## config.mk

```make
export PLATFORM = sky130hd
export DESIGN_NAME = pulse_train_tx
export DESIGN_NICKNAME = d
export VERILOG_FILES = /design/src/rtl/pulse_train_tx.sv
export SDC_FILE = /design/constraint.sdc
export NUM_CORES = 1
export LEC_CHECK = 0
export ABC_AREA = 0
export CORE_UTILIZATION = 53
export DETAILED_ROUTE_END_ITERATION = 8
export GPL_ROUTABILITY_DRIVEN = 0
export GPL_TIMING_DRIVEN = 0
export HOLD_SLACK_MARGIN = 0.06
export PLACE_DENSITY = 0.79
export RECOVER_POWER = 25
export SLEW_MARGIN = 20
export SYNTH_ARGS = -nofsm -noshare
export SYNTH_HDL_FRONTEND = slang
export SYNTH_SLANG_ARGS = --single-unit
```

## constraint.sdc

```tcl
create_clock -name clk -period 2 [get_ports clk]
set_input_delay 0.4 -clock clk [delete_from_list [all_inputs] [get_ports clk]]
set_output_delay 0.4 -clock clk [all_outputs]
set_load 0.05 [all_outputs]
```

## src/rtl/pulse_train_tx.sv

```systemverilog
// Moore pulse-train transmitter: emits N high pulses of H' en-ticks separated by
// L' en-tick gaps, then a one-tick done, using a start/busy/done handshake.
module pulse_train_tx #(
    parameter int CNT_W = 8,
    parameter int LEN_W = 4
) (
    input  logic             clk,
    input  logic             rst_n,
    input  logic             en,
    input  logic             start,
    input  logic [CNT_W-1:0] count,
    input  logic [LEN_W-1:0] high_len,
    input  logic [LEN_W-1:0] low_len,
    output logic             out,
    output logic             busy,
    output logic             done
);

    typedef enum logic [1:0] {
        S_IDLE = 2'd0,
        S_HIGH = 2'd1,
        S_LOW  = 2'd2,
        S_DONE = 2'd3
    } state_t;

    localparam logic [LEN_W-1:0] LEN_ONE  = LEN_W'(1);
    localparam logic [LEN_W-1:0] LEN_ZERO = LEN_W'(0);
    localparam logic [CNT_W-1:0] CNT_ONE  = CNT_W'(1);
    localparam logic [CNT_W-1:0] CNT_ZERO = CNT_W'(0);

    state_t           state_q, state_d;
    logic [CNT_W-1:0] pulses_q, pulses_d;
    logic [LEN_W-1:0] phase_q, phase_d;
    logic [LEN_W-1:0] hlen_q, hlen_d;
    logic [LEN_W-1:0] llen_q, llen_d;
    logic             out_q, busy_q, done_q;

    // A zero-length phase request is stretched to one en-tick.
    function automatic logic [LEN_W-1:0] at_least_one(input logic [LEN_W-1:0] v);
        at_least_one = (v == LEN_ZERO) ? LEN_ONE : v;
    endfunction

    // Next-state and counter update, advancing only on enabled ticks.
    always_comb begin
        state_d  = state_q;
        pulses_d = pulses_q;
        phase_d  = phase_q;
        hlen_d   = hlen_q;
        llen_d   = llen_q;
        if (en) begin
            case (state_q)
                S_IDLE: begin
                    if (start) begin
                        hlen_d = at_least_one(high_len);
                        llen_d = at_least_one(low_len);
                        if (count == CNT_ZERO) begin
                            state_d  = S_DONE;
                            pulses_d = CNT_ZERO;
                            phase_d  = LEN_ZERO;
                        end else begin
                            state_d  = S_HIGH;
                            pulses_d = count;
                            phase_d  = at_least_one(high_len);
                        end
                    end else begin
                        state_d = S_IDLE;
                    end
                end
                S_HIGH: begin
                    if (phase_q == LEN_ONE) begin
                        pulses_d = pulses_q - CNT_ONE;
                        if (pulses_q == CNT_ONE) begin
                            state_d = S_DONE;
                            phase_d = LEN_ZERO;
                        end else begin
                            state_d = S_LOW;
                            phase_d = llen_q;
                        end
                    end else begin
                        phase_d = phase_q - LEN_ONE;
                    end
                end
                S_LOW: begin
                    if (phase_q == LEN_ONE) begin
                        state_d = S_HIGH;
                        phase_d = hlen_q;
                    end else begin
                        phase_d = phase_q - LEN_ONE;
                    end
                end
                S_DONE: begin
                    state_d = S_IDLE;
                end
                default: begin
                    state_d = S_IDLE;
                end
            endcase
        end else begin
            state_d = state_q;
        end
    end

    // State, counters and output flops; outputs track the next registered state.
    always_ff @(posedge clk) begin
        if (!rst_n) begin
            state_q  <= S_IDLE;
            pulses_q <= CNT_ZERO;
            phase_q  <= LEN_ZERO;
            hlen_q   <= LEN_ZERO;
            llen_q   <= LEN_ZERO;
            out_q    <= 1'b0;
            busy_q   <= 1'b0;
            done_q   <= 1'b0;
        end else begin
            state_q  <= state_d;
            pulses_q <= pulses_d;
            phase_q  <= phase_d;
            hlen_q   <= hlen_d;
            llen_q   <= llen_d;
            out_q    <= (state_d == S_HIGH);
            busy_q   <= (state_d != S_IDLE);
            done_q   <= (state_d == S_DONE);
        end
    end

    assign out  = out_q;
    assign busy = busy_q;
    assign done = done_q;

endmodule
```

==> results of run 1 <==
## flip-flops by register name, indices dropped and copies added (netlist names)
name / count
llen_q: 4
hlen_q: 4
state_q: 2
done: 1
phase_q: 4
out: 1
busy: 1
pulses_q: 8
## how the worst max path moves through the flow
stage                   to  cells past startpoint
5_1_grt         phase_q[2]                      7
4_1_cts         phase_q[2]                      7
2_1_floorplan         busy                      5
6_report       pulses_q[6]                      8
3_3_place_gp    phase_q[2]                      5
3_5_place_dp     llen_q[0]                      6
## worst max-delay path, stage by stage (launching register included)
cell and delay (ps):
dfxtp_1 380, inv_1 100, ha_1 140, buf_4 160, clkinv_1 280, o211ai_2 300, buf_6 160, a21oi_1 50
o2bb2ai_1 200
## kinds of logic after synthesis
logic type      after synthesis  synth area share [%]
compound gates               54                 25.93
fa+ha+maj                     8                 6.606
buf+inv                      21                 6.028
flops                        25                 33.03
mux                           3                 2.312
simple gates                 80                 26.09
## through the flow
stage | instance area, um2 | util, % | power, mW | hold WS, ps | std cells
global placement | 1764 | 64.53 | 0.8131 | 444.2 | 243
detailed placement | 1764 | 64.53 | 0.8225 | 450.1 | 243
CTS | 1792 | 65.54 | 1.045 | 474.4 | 247
finish | 1798 | 65.77 | 1.049 | 476.9 | 247
global route | 1798 | 65.77 | 1.100 | 500.2 | 247
floorplan | 1515 | - | 0.7317 | 429.4 | 191
## final cells by class
| type | instances | area [um2] | area share (%) |
|---|---|---|---|
| Multi-Input combinational cell | 145 | 929.6 | 51.71 |
| Sequential cell | 25 | 500.5 | 27.84 |
| Timing Repair Buffer | 21 | 210.2 | 11.69 |
| Inverter | 14 | 52.55 | 2.923 |
| Buffer | 7 | 38.79 | 2.157 |
| Tap cell | 31 | 38.79 | 2.157 |
| Clock buffer | 3 | 22.52 | 1.253 |
| Clock inverter | 1 | 5.005 | 0.2784 |
## per-layer routing
metal / GRT usage [%] / vias to the layer above
li1: - / 743
met1: 33.92 / 695
met2: 37.01 / 65
met3: 2.810 / 6
met4: 12.14 / 0
met5: 0 / -
## synthesized netlist by cell type, drive strengths merged, types with 2 or more instances
cell type	n	share of area [%]
nand2	33	8.2
dfxtp	25	33
nor2	18	4.5
a21oi	13	4.3
inv	13	3.2
ha	8	6.6
nand3	6	2.0
clkbuf	5	1.3
o21ai	5	1.7
o221ai	5	2.9
a221oi	4	2.3
a31oi	4	1.7
and3	3	1.2
nand4	3	1.2
nor2b	3	1.2
o211ai	3	1.8
or3	3	1.2
a211oi	2	1.3
a21boi	2	0.99
a22oi	2	0.99
a32oi	2	1.7
and2	2	0.83
buf	2	1.2
mux2i	2	1.3
nor3	2	0.99
nor4	2	0.83
o22ai	2	0.83
o2bb2ai	2	1.2
o31ai	2	0.99
o32ai	2	1.2
## power by group through the flow
stage,logic [mW],clock network [mW],registers (mW)
floorplan,0.166,0,0.566
global placement,0.253,0,0.560
detailed placement,0.261,0,0.562
CTS,0.262,0.233,0.551
global route,0.295,0.249,0.555
finish,0.268,0.230,0.551
==> flow_summary_export.csv, run 1 <==
group,metric,value,unit
yosys,syn_avg_cell_area,7.933,um2
setup_path,r2r-end,"pulses_q[6]",
setup_path,critPathKind,"flip-flop to flip-flop",
power,p_sw,0.3289,mW
power,internal_power,0.7203,mW
detailed_routing,num_vias,1509,
min_path,whs_path_depth,2,
global_routing,grt_overflow,0,
setup_path,crit_required,2250,ps
power,vdd_ir_drop_max,0.0005025,V
cells_and_area,area_growth,18.66,%
floorplan,start_util,55.42,%
sta,drv_slew,0,
setup_path,crit_start,"state_q[1]",
detailed_routing,met2_wirelength,1.614,mm
floorplan,die-height,55.47,um
power,p_sw_share,31.34,%
power,powerDensity,583.5,nW/um2
detailed_routing,wl_met3,241,um
yosys,synth_edf_count,0,
sta,hold_viol,0,
setup_path,r2r_start,"state_q[1]",
sta,post-route-min-period,1855,ps
yosys,synth_nets,219,
cells_and_area,fin_nets,245,
yosys,ys_types,48,
setup_path,cp_max_fo,10,
clock_network,cts_tree,"built",
floorplan,num_io_pins,23,
placed_design,place_ws,74.81,ps
sta,clock.fmax,0.5390,GHz
yosys,synth-seq-cells,25,
detailed_routing,firstDrtPassIters,5,
detailed_routing,post_drt_wl_per_cell,14.34,um
clock_network,hold_buffers,0,
global_routing,grt_pass1_wl,5.947,mm
min_path,min_from,"hlen_q[1]",
setup_path,critPathCaptureType,"flip-flop",
sta,setup-tns-final,0,ps
cells_and_area,layout_commonest_cell,"nand2_1",
yosys,syn-cell-area,1515,um2
power,p_clk_share,22.0,%
detailed_routing,highest-signal-layer,"met4",
clock_network,cts.root.buffer_cell,"clkbuf_4",
setup_path,cp.arrival,2100,ps
detailed_routing,wirelength,3.543,mm
global_routing,grt_pass1_vias,1338,
yosys,ys.flop_type,"dfxtp_1",
power,seq_power_share,52.5,%
yosys,synth_seq_area_share,33.03,%
detailed_routing,drt_iter0_markers,94,
cells_and_area,drive_above_1_share,7.870,%
clock_network,clk_latency,330,ps
flow_run,cap_viol_max_count,0,
sta,finalCritPeriodShare,92.76,%
detailed_routing,drc,0,
detailed_routing,routedLengthMet1,1.626,mm
clock_network,htree_levels,1,
sta,tightest_slew,489.7,ps
floorplan,die_w,55.47,um
clock_network,clk_pin_slew_worst_paths,140,ps
power,pwr-share-comb,25.5,%
global_routing,grt_max_degree,15,
setup_path,ff2ff_path_depth,8,
clock_network,cts_setup_buffers,0,
status,status,"finished, final reports clean",
setup_path,start_kind,"flip-flop",
clock_network,cts_sinks,25,
yosys,async_flop_share,0,%
sta,layout_setup_ws,144.8,ps
placed_design,place.port_buffers,21,
placed_design,place_hpwl,2.680,mm
cells_and_area,n_fill_cell,238,
global_routing,antenna_found_initial,0,
sta,setup_viol,0,
detailed_routing,ant_nets,0,
cells_and_area,final_cell_mix,"nand2_1 (33), dfxtp_1 (25), clkdlybuf4s50_1 (21), nor2_1 (18)",
global_routing,grtUsageTotal,24.28,%
floorplan,num_rows,19,
sta,relSlewSlack,67.25,%
clock_network,cts_resized,0,
floorplan,die_area,3077,um2
clock_network,clockBufferDepth,2,
sta,rsz0062_at_grt,"no",
cells_and_area,diodes,0,
yosys,synth_warnings,0,
yosys,syn_inst,191,
min_path,holdPathEnd,"hlen_q[1]",
clock_network,cts_buffers,3,
power,leakage,0.6934,nW
min_path,hp-class,"flip-flop to flip-flop",
setup_path,r2r_setup_slack,140,ps
sta,skew,7.774,ps
floorplan,core-area,2734,um2
detailed_routing,vias_per_cell,6.109,
(Power assumes the default switching activity.)
==> run 2, diff against run 1 <==
CTS_CLUSTER_SIZE = 20   (was default)
SKIP_CTS_REPAIR_TIMING = 1   (was default)
==> results of run 2 <==
The final DEF is identical to that of run 1; final timing and power are the same.
